**src/rtl/ifetch_unit.sv**
```systemverilog
// Instruction fetch stage: requests the word at pc from instruction memory,
// holds it for downstream with its PC tag, and refetches when pc moves away.
module ifetch_unit #(
  parameter int TIMEOUT = 255,
  parameter int CW      = 32
) (
  input  logic          clk,
  input  logic          rstd,
  input  logic [31:0]   pc,
  output logic          imem_req,
  output logic [31:0]   imem_addr,
  input  logic          imem_ack,
  input  logic [31:0]   imem_rdata,
  output logic          ir_valid,
  input  logic          ir_ready,
  output logic [31:0]   ir_pc,
  output logic [5:0]    op,
  output logic [4:0]    rs,
  output logic [4:0]    rt,
  output logic [4:0]    rd,
  output logic [31:0]   imm_dpl,
  output logic [25:0]   addr,
  output logic          fetch_err,
  output logic [CW-1:0] fetch_count,
  output logic [1:0]    state
);

  localparam logic [1:0] IDLE = 2'd0;
  localparam logic [1:0] REQ  = 2'd1;
  localparam logic [1:0] WAIT = 2'd2;
  localparam logic [1:0] HOLD = 2'd3;

  localparam int TW = $clog2(TIMEOUT + 1);

  logic [31:0]   instr;
  logic [31:0]   req_pc;
  logic [TW-1:0] tcnt;

  // imem_req and imem_addr decode straight from state so that an
  // asynchronous reset withdraws the request without waiting for an edge.
  always_comb begin
    imem_req  = 1'b0;
    imem_addr = 32'd0;
    if (state == REQ) begin
      imem_req  = 1'b1;
      imem_addr = pc;
    end else if (state == WAIT) begin
      imem_req  = 1'b1;
      imem_addr = req_pc;
    end
  end

  // Downstream handshake: an instruction transfers on any rising edge where
  // ir_valid and ir_ready are both high; ir_valid never drops without either
  // that transfer or the pc moving away from ir_pc.
  always_ff @(posedge clk or negedge rstd) begin
    if (!rstd) begin
      state       <= IDLE;
      instr       <= 32'd0;
      req_pc      <= 32'd0;
      ir_pc       <= 32'hFFFF_FFFF;
      ir_valid    <= 1'b0;
      fetch_err   <= 1'b0;
      fetch_count <= '0;
      tcnt        <= '0;
    end else begin
      case (state)
        IDLE: begin
          if (!ir_valid || pc != ir_pc) state <= REQ;
        end
        REQ: begin
          req_pc <= pc;
          tcnt   <= '0;
          state  <= WAIT;
        end
        WAIT: begin
          if (imem_ack) begin
            // A pc move in the ack cycle makes the returned word stale.
            if (pc == req_pc) begin
              instr    <= imem_rdata;
              ir_pc    <= req_pc;
              ir_valid <= 1'b1;
              state    <= HOLD;
            end else begin
              state <= REQ;
            end
          end else if (tcnt == TW'(TIMEOUT - 1)) begin
            fetch_err <= 1'b1;
            state     <= IDLE;
          end else begin
            tcnt <= tcnt + 1'b1;
          end
        end
        HOLD: begin
          if (ir_ready) begin
            fetch_count <= fetch_count + 1'b1;
            ir_valid    <= 1'b0;
            state       <= IDLE;
          end else if (pc != ir_pc) begin
            ir_valid <= 1'b0;
            state    <= IDLE;
          end
        end
        default: state <= IDLE;
      endcase
    end
  end

  assign op      = instr[31:26];
  assign rs      = instr[25:21];
  assign rt      = instr[20:16];
  assign rd      = instr[15:11];
  assign imm_dpl = {{16{instr[15]}}, instr[15:0]};
  assign addr    = instr[25:0];

endmodule

```
**config.mk**
```make
export PLATFORM = sky130hd
export DESIGN_NAME = ifetch_unit
export DESIGN_NICKNAME = d
export VERILOG_FILES = /design/src/rtl/ifetch_unit.sv
export SDC_FILE = /design/constraint.sdc
export NUM_CORES = 1
export LEC_CHECK = 0
export CORE_ASPECT_RATIO = 0.9
export CORE_MARGIN = 1
export CORE_UTILIZATION = 50
export CTS_BUF_LIST = sky130_fd_sc_hd__clkbuf_2
export DETAILED_ROUTE_END_ITERATION = 16
export PLACE_DENSITY = 0.88
export SLEW_MARGIN = 5
export SYNTH_ARGS = -nofsm -noshare
export SYNTH_HDL_FRONTEND = slang
export SYNTH_SLANG_ARGS = --single-unit
```
**constraint.sdc**
```tcl
create_clock -name clk -period 4.8 [get_ports clk]
set_clock_uncertainty 0.05 [all_clocks]
set_input_delay 0.96 -clock clk [delete_from_list [all_inputs] [get_ports clk]]
set_output_delay 0.96 -clock clk [all_outputs]
set_load 0.005 [all_outputs]
```
## Yosys cells after proc, flatten, opt, wreduce, memory -nomap -nowiden

Index checks and enable logic that the tools add are counted.

- Reduce and logical (&&, ||, !) cells: 11
- Multiplexer cells: 19
- Add/sub/neg operators: 2
- Equality and inequality tests: 13
- Bitwise gates (word level): 1

Operator list:

| cell | number |
|---|---|
| $mux 32 | 2 |
| $add 32x1->32 const B | 1 |
| $eq 32x32->1 | 1 |
| $ne 32x32->1 | 1 |
| $mux 8 | 2 |
| $pmux 8 s2 | 1 |
| $mux 2 | 6 |
| $reduce_and 3->1 | 4 |
| $add 8x1->8 const B | 1 |
| $eq 8x8->1 const B | 1 |
| $ne 2x2->1 const B | 4 |
| $pmux 2 s4 | 1 |
| $mux 1 | 6 |
| $eq 2x2->1 const B | 2 |
| $reduce_and 4->1 | 1 |
| $reduce_bool 2->1 | 2 |
| $ne 3x2->1 const B | 1 |
| $ne 3x3->1 const B | 1 |
| $eq 2x1->1 const B | 1 |
| $logic_not 2->1 | 1 |
| $ne 2x1->1 const B | 1 |
| $pmux 1 s2 | 1 |
| $reduce_and 2->1 | 1 |
| $logic_not 1->1 | 1 |
| other kinds (2) | 2 |

- Word-level logic and storage cells: 54
- Output and inout bits: 180
- Input port bits: 68
- Bits in registers: 140

## Depth between registers and ports, before layout

Gate-level depths: netlist (run 1).

- Word-level depth: 4
- Mapped depth: 7
- Gate-level depth less buffers: 7

## Least setup slack after synthesis (run 1)

Ideal clock, no wire load.

- Kind: register to output
- Start point: reg state[1]
- End point: out imem_addr[10]
- Path buffers: 2
- Arrival time: 1.843 ns
- Slack: 1.947 ns
- Stages on the path, launching flop included: 7
- Cells stage by stage: dfrtp_1 > inv_1 > ha_1 > clkbuf_1 > buf_1 > mux2_2 > nor2b_1

- Word-level cells in the longest chain between the ends: 3
- Elaborated cells between the ends (all ways): 4
- Classes of those cells: eq/ne: 2; mux: 2

Ends and longest elaborated chain:

| what | RTL line | source |
|---|---|---|
| start, declared | 25 | `output logic [1:0] state` |
| start signal, assigned | 58 | `state <= IDLE;` |
| start signal, assigned | 69 | `if (!ir_valid \|\| pc != ir_pc) state <= REQ;` |
| start signal, assigned | 74 | `state <= WAIT;` |
| $eq 2x2->1 | 47 | `end else if (state == WAIT) begin` |
| $mux 32 | 47 |  |
| $mux 32 (*) | 44 | `if (state == REQ) begin` |
| end, declared | 11 | `output logic [31:0] imem_addr,` |

Mark *: on every way between the ends. The rest lies on a longest branch, timed or not.

## Worst setup path in the final report (run 1)

- Start point: reg state[1]
- End point: out imem_addr[21]

The elaborated chain is that of the path after synthesis.

==> results of run 1 <==
## report_power, final
part	internal, mW	switching (mW)	total [mW]	leakage (nW)
combinational	0.788	0.612	1.40	2.12
clock	0.178	0.423	0.600	0.116
sequential	1.36	0.168	1.52	1.75
## final cells by class
cell class | instances | area (µm²) | area share [%]
multi-input combinational | 359 | 2990 | 31.5
clock inverter | 14 | 105 | 1.11
clock buffer | 18 | 90.1 | 0.950
sequential | 140 | 3540 | 37.4
timing repair buffer | 252 | 2510 | 26.5
tap | 168 | 210 | 2.22
inverter | 8 | 30.0 | 0.317
## cells by family (layout without fill, tap and decap cells)
kind of cell,after synthesis,in the layout,synth area share (%)
AO/OA/AOI/OAI,16,16,1.63
flip-flops,140,140,50.6
XOR/XNOR,101,101,12.6
adder cells (fa/ha/maj),8,8,1.43
buffers and inverters,70,292,6.88
multiplexers,98,98,15.7
AND/OR/NAND/NOR,136,136,11.1
## placed cells by master, fill, tap and decap left out, types with 4 or more instances in the layout
| master | netlist | final |
|---|---|---|
| clkdlybuf4s50_1 | 0 | 246 |
| dfrtp_1 | 108 | 108 |
| xnor2_1 | 56 | 56 |
| mux2_1 | 49 | 49 |
| mux2_2 | 48 | 48 |
| xor2_1 | 45 | 45 |
| nor2b_1 | 34 | 34 |
| dfstp_2 | 32 | 32 |
| nand4_1 | 20 | 20 |
| nand3_1 | 18 | 18 |
| clkbuf_2 | 0 | 18 |
| nand2_1 | 14 | 14 |
| nor2_1 | 15 | 14 |
| nor4_1 | 12 | 12 |
| inv_1 | 8 | 8 |
| ha_1 | 8 | 7 |
| and3_1 | 6 | 6 |
| clkinv_2 | 0 | 6 |
| clkinvlp_4 | 0 | 5 |
| buf_4 | 48 | 5 |
| or3_1 | 4 | 4 |
| nor3_1 | 4 | 4 |
## per-layer routing
| metal | vias up | share of wire (%) |
|---|---|---|
| met4 | 0 | 1.5 |
| met3 | 24 | 8.1 |
| met5 | - | 0 |
| met2 | 220 | 51 |
| met1 | 2540 | 39 |
| li1 | 2336 | - |
## worst paths after layout
kind	start	to	depth (start not counted)
hold / removal	rstd	req_pc[24]$_DFFE_PN0P_	1
min in group clk	fetch_count[31]$_DFFE_PN0P_	fetch_count[31]$_DFFE_PN0P_	1
hold reg to reg	fetch_count[31]$_DFFE_PN0P_	fetch_count[31]$_DFFE_PN0P_	1
max in group asynchronous	rstd	fetch_count[2]$_DFFE_PN0P_	2
setup / recovery	state[1]$_DFFE_PN0P_	imem_addr[21]	6
setup reg to reg	req_pc[29]$_DFFE_PN0P_	instr[13]$_DFFE_PN0P_	6
## flip-flops by register name, indices dropped and copies added, names as in the netlist
signal	count
instr	32
req_pc	32
ir_valid	1
fetch_count	32
ir_pc	32
tcnt	8
fetch_err	1
state	2
## stage by stage
step	total power, mW	hold WS (ns)	instances	setup slack [ns]
after floorplan	2.20	0.401	569	1.95
after global placement	2.89	0.410	927	1.23
after detailed placement	2.95	0.425	927	1.20
after CTS	3.55	0.296	959	0.434
after global routing	3.73	0.310	959	0.298
final	3.52	0.300	959	0.472
## critical path: stages (launching register included)
cell and delay [ns]:
dfrtp_1 0.49, inv_1 0.20, ha_2 0.55, buf_4 0.38, mux2_2 0.38, nor2b_1 0.16
clkdlybuf4s50_1 0.46
==> flow_results.org, run 1 <==
** Worst setup path
- Worst Setup Start Kind :: flop
- For flop-to-flop paths, the worst setup slack is around 2.3 ns.
- For the worst setup path, the data required time is 3.79 ns.
- For the worst setup path, the data arrival time is 3.32 ns.
- Start-to-end type of the worst setup path :: reg2out
- Crit path max fanout :: 19
- Worst Setup End Kind :: output port

** Yosys
- Sorting the synthesized cells by area gives the leading types as dfrtp_1 (39%), dfstp_2 (12%), mux2_1 (7.9%).
- Seq cells post-synth :: 140
- Combined area of all synthesized cells :: 0.00700 mm²
- Library cell with the highest instance count after synthesis :: dfrtp_1
- Post-synth top cells :: dfrtp_1 (108), xnor2_1 (56), mux2_1 (49)
- Count of warnings emitted by yosys :: 0
- Post-synth EDFFs :: 0
- Seq/Total Area, Yosys :: 50.6%
- A synthesized cell averages 12.3 µm².
- Largest area contributor in the synthesized netlist :: dfrtp_1
- Synthesis produced a netlist with a net count of 645.
- Share of synthesized flip-flops with an asynchronous set or reset :: 100%
- Number of instances in the synthesized netlist :: 569
- Number of distinct library cell variants in the gate-level netlist after synthesis :: 40
- For this run, the leading register cell type out of synthesis is dfrtp_1.
- The share of synthesized area in the top cell type comes to 38.6%.

** Route
- Number of iterations in the first detailed-routing pass :: 5
- The final layout contains routed wiring with a total length of approximately 18 mm.
- DRC marker count from the first detailed-route iteration :: approximately 180
- The routed layout has a little over 5,000 vias.
- Detailed-route wire length per cell :: 18.8 µm
- Remaining antenna violation count :: 0
- After detailed routing, the number of vias per cell comes to 5.34.
- In the routed design, unresolved DRC markers number 0.

** Clocking
- Number of buffers added by the clock tree synthesis step :: 17
- CTS clk-pin slew, worst paths :: 0.20 ns
- Total number of H-tree levels :: 4
- For the worst-skew pair, the clock arrives at the later sink with an insertion delay of 0.70 ns.
- Root Buffer :: clkbuf_2
- TritonCTS built the clock tree.
- CTS max path bufs :: 2
- Hold-fix buffers at CTS :: 0
- Counting every sink on the clock net gives between 100 and 150.
- After clock tree synthesis, the setup repair step added 0 buffers.
- In this run, post-CTS repair resized a total of 0 instances.

** Status
- The run finished with clean final reports.

** Global routing
- Global routing finished with a remaining overflow of 0.
- Number of antenna violations at the first check in global routing :: 0
- Met3 Track Usage GR :: approximately 9%
- Entering global routing, the biggest net connects 110 pins.
- The layer flagged by global routing as most heavily used is met2.
- M2 GR Usage :: 45.4%
- Global Route met1 Usage :: 29.0%
- First-pass GRT wire length :: 28.1 mm
- Global routing consumed, over all layers together, about 25% of the routing resources.
- Number of global-route vias before repair :: 5,289

** STA
- In the final timing run, aggregate negative setup slack is 0 ns.
- The number of max-slew violations in the final report is 0.
- Of the available clock period, the critical path in the final layout requires approximately 90%.
- Subtracting the final worst setup slack from the clock period gives approximately 4.3 ns.
- Slew at the pin closest to its max-slew limit :: 1.01 ns
- The count of endpoints failing hold in the final timing report was 0.
- Setup repair after global routing left no endpoint under its margin.
- Static timing analysis puts the maximum clock frequency at approximately 230 MHz.
- Setup violations remaining at the end of the flow were counted as 0.
- Max-Slew Margin vs Limit :: 32.8%

** Layout
- Core Util, Final :: 70.1%
- Post-layout instance area :: 0.00948 mm²
- In the final design database the tool counted 854 nets.
- Layout filler cell count :: 955
- Share of final-layout standard cells stronger than drive strength 1 :: between 15 and 20%
- Layout area overhead :: 35.4%
- The number of antenna diodes in the final layout is 0.

** Job
- Reported max-cap violation count :: 0

** Floorplan
- Measured along the x axis, the die boundary spans 127 µm.
- 248 I/O pins were placed.
- The floorplan step defined a die boundary enclosing between 0.01 and 0.015 mm².
- The core region is 0.0135 mm².
- Measured along the y axis, the die boundary spans 114 µm.
- Row generation in the floorplan step produced 40 rows.
- For this configuration, the core starts out at a cell density of 51.8%.

** Min path
- The min-delay analysis places its worst path in the category in2async.

** Place
- Routability-driven placement finished with a final weighted congestion of 0.860.
- In this run the cell area measured after placement is between 0.009 and 0.01 mm².
- After legalization and detailed placement, the total HPWL measured about 14 mm.
- Buffers placed on the I/O ports in this run total 247.

** Power
- Worst supply voltage drop on vdd :: ~0.32 mV
- Leakage Power :: 3.98 nW
- Power Density :: 372 mW/mm²
Note: power is estimated with default switching activity, not from simulation.
==> run 2, diff against run 1 <==
- CORE_UTILIZATION: 50 -> 47
- PLACE_DENSITY: 0.88 -> 0.83
- clock period: 4.8 -> 4.5 ns (I/O delays scaled with it)
==> run 2 against run 1 <==
  * Power rose by 9.9%
  * Highest routed layer unchanged
  * Register-to-register slack got worse by 0.48 ns
  * Non-clock buffer count rose by 1
  * Design area rose by 1.0%
  * Clock-buffer cell count did not move
  * First-iteration DRC count rose by 36%
  * Critical endpoint is now imem_addr[4]
==> flow_results.org, run 2 (synthesis gave the netlist of run 1 again) <==
** Worst setup path
- Start-to-end type of the worst setup path :: reg2out
- Critical path buffers and inverters :: 3 (unchanged)
- Critical Path Max Stage Delay :: 0.48 ns (-0.07 ns)
- Crit path max fanout :: 20 (+1)
- Worst Setup End Kind :: output port
- Worst Setup Start Kind :: flop
- The slowest stage of the critical path is the dfrtp_1 cell.
- The signal on the critical path passes through inv_1, ha_4, buf_4, mux2_2, nor2b_1, clkdlybuf4s50_1.
- The required time at the worst-slack endpoint came to 3.55 ns (-0.24 ns).
- Largest delay share family, worst path :: buffers and inverters
- Arrival time of the worst setup path :: 3.13 ns (-0.19 ns)

** Global routing
- The wire length of the first global-routing pass was 28.1 mm (about the same).
- Maximum number of pins on one net before global-route repair :: 90 (-18%)
- The number of antenna violations at the first check in global routing was 0 (unchanged).
- Number of global-route vias before repair :: 5,147 (-2.7%)
- Global routing usage summed across all routing layers :: 24.3% (-1.1 points)
- Global route total overflow :: 0 (unchanged)

** Status
- The flow ran to the end, and the final reports show no timing, DRC or antenna violations.

** Route
- The overall via count from detail_route came to 5,045 (-1.5%).
- The iteration-0 DRC count of the detailed router is 244 (+36%).
- The average wire length per cell after detail routing came to 18.3 µm (-2.4%).
- The routed via count divided by cell count is 5.12 (-4.1%).
- Count of unresolved DRC violations after routing :: 0 (unchanged)
- Number of iterations in the first detailed-routing pass :: 4 (-1)
- The total length of routed wires is 18.0 mm (+0.29%).
- Remaining antenna violation count :: 0 (unchanged)

** Clocking
- Root Buffer :: clkbuf_2
- The clock-pin slew on the worst setup and hold paths came to 0.20 ns (about the same).
- Total number of H-tree levels :: 4 (unchanged)
- The post-CTS setup buffer count was 0 (unchanged).
- The number of clock sinks was 140 (unchanged).
- Number of buffers added by the clock tree synthesis step :: 17 (unchanged)
- Clock latency reported for the late side of the worst-skew pair :: 0.72 ns (+0.02 ns)
- CTS max path bufs :: 2 (unchanged)
- TritonCTS clock tree :: done
- The number of buffers inserted by hold repair at cts was 0 (unchanged).

** Job
- The count of max-cap constraint violations is 0 (unchanged).

** Layout
- Number of antenna repair diodes :: 0 (unchanged)
- Leaving out fill and tap cells, the most frequent cell in the layout is clkdlybuf4s50_1.
- Layout area overhead :: 36.7%
- The ratio of cells with drive above 1 in the final layout came to 15.5% (-0.020 points).
- Commonest cells after routing, fill and taps aside :: clkdlybuf4s50_1 (246), dfrtp_1 (108), xnor2_1 (56)
- Core Util, Final :: 67.1% (-3.0 points)
- The number of nets in the layout came to 855 (+0.12%).

** STA
- Max-Slew Margin vs Limit :: 46.3% (+13 points)
- The count of endpoints failing hold in the final timing report came to 0 (unchanged).
- The setup TNS was 0 ns (unchanged).
- The slew at the pin with the worst max-slew slack was 0.805 ns (-0.202 ns).
- Derived from the worst setup path, the maximum achievable clock frequency is 245 MHz.
- After layout, the worst path uses 90.7% of the clock period.
- The setup violation total in the final timing report is 0 (unchanged).
- The final-layout worst hold slack came to 0.139 ns (-0.160 ns).
- Max-slew violation count :: 0 (unchanged)
- Setup repair after global routing left no endpoint under its margin.
- The routed design could run at a clock period as short as 4.08 ns.

** Place
- The port buffer count was 247 (unchanged).
- Detailed Place HPWL :: 13.7 mm (+1.1%)
- RD Place Congestion :: 0.872 (+1.4%)

** Floorplan
- The standard cell core area came to 0.0143 mm² (+5.5%).
- The floorplan die height came to 118 µm (+3.1%).
- The number of primary I/O pins came to 248 (unchanged).
- The number of core rows came to 41 (+2.5%).
- Die Area :: 0.0154 mm² (+6.3%)
- The starting density of the core came to 49.1% (-2.7 points).
- Die Width :: 131 µm (+3.1%)

** Power
- The total power per unit cell area was 404 mW/mm² (+8.8%).
- The leakage power figure was 4.02 nW (+0.81%).
- The worst ir drop on vdd was 0.349 mV (+7.9%).
- The sum of internal, switching and leakage power came to 3.87 mW (+9.9%).

** Min path
- In this run the worst hold path is classified as in2async.
-- run 2: routing by layer --
layer | vias up | GRT usage, % | share of wire, %
li1 | 2328 | - | -
met3 | 25 | 7.32 | 8.0
met5 | - | 0 | 0
met1 | 2494 | 29.6 | 41
met2 | 198 | 40.4 | 49
met4 | 0 | 8.69 | 2.2
-- run 2: layout make-up --
| cell class | instances | area, µm² |
|---|---|---|
| Timing Repair Buffer | 253 | 2520 |
| Fill cell | 1079 | 4690 |
| Clock inverter | 14 | 153 |
| Multi-Input combinational cell | 359 | 3000 |
| Inverter | 8 | 30.0 |
| Tap cell | 193 | 241 |
| Clock buffer | 18 | 90.1 |
| Sequential cell | 140 | 3540 |
-- run 2: stage by stage --
stage               instances  instance area (µm²)  setup WS, ns
global placement          953                 9320         0.829
finish                    985                 9570         0.418
global route              985                 9570         0.183
detailed placement        953                 9320         0.766
floorplan                 569                 7000          1.71
CTS                       985                 9560         0.156
-- run 2: worst paths after layout --
kind	startpoint	endpoint	slack [ns]	cells after the start
worst max register to register	req_pc[25]$_DFFE_PN0P_	instr[31]$_DFFE_PN0P_	1.77	6
worst max-delay path	state[1]$_DFFE_PN0P_	imem_addr[4]	0.42	6
worst min-delay path	rstd	req_pc[14]$_DFFE_PN0P_	0.14	1
min in group clk	fetch_err$_DFFE_PN0P_	fetch_err$_DFFE_PN0P_	0.43	1
worst min register to register	fetch_err$_DFFE_PN0P_	fetch_err$_DFFE_PN0P_	0.43	1
max in group asynchronous	rstd	ir_pc[5]$_DFFE_PN1P_	3.30	2
-- run 2: power breakdown --
group / internal [mW] / switching, mW
sequential: 1.45 / 0.176
clock: 0.302 / 0.454
combinational: 0.847 / 0.646
total: 2.59 / 1.28
-- run 2: what timing repair did --
| item | 4_1_cts | 5_1_grt |
|---|---|---|
| hold endpoints to repair | 0 | 0 |
| setup endpoints to repair | 0 | 1 |
| gates resized for setup | 0 | 1 |
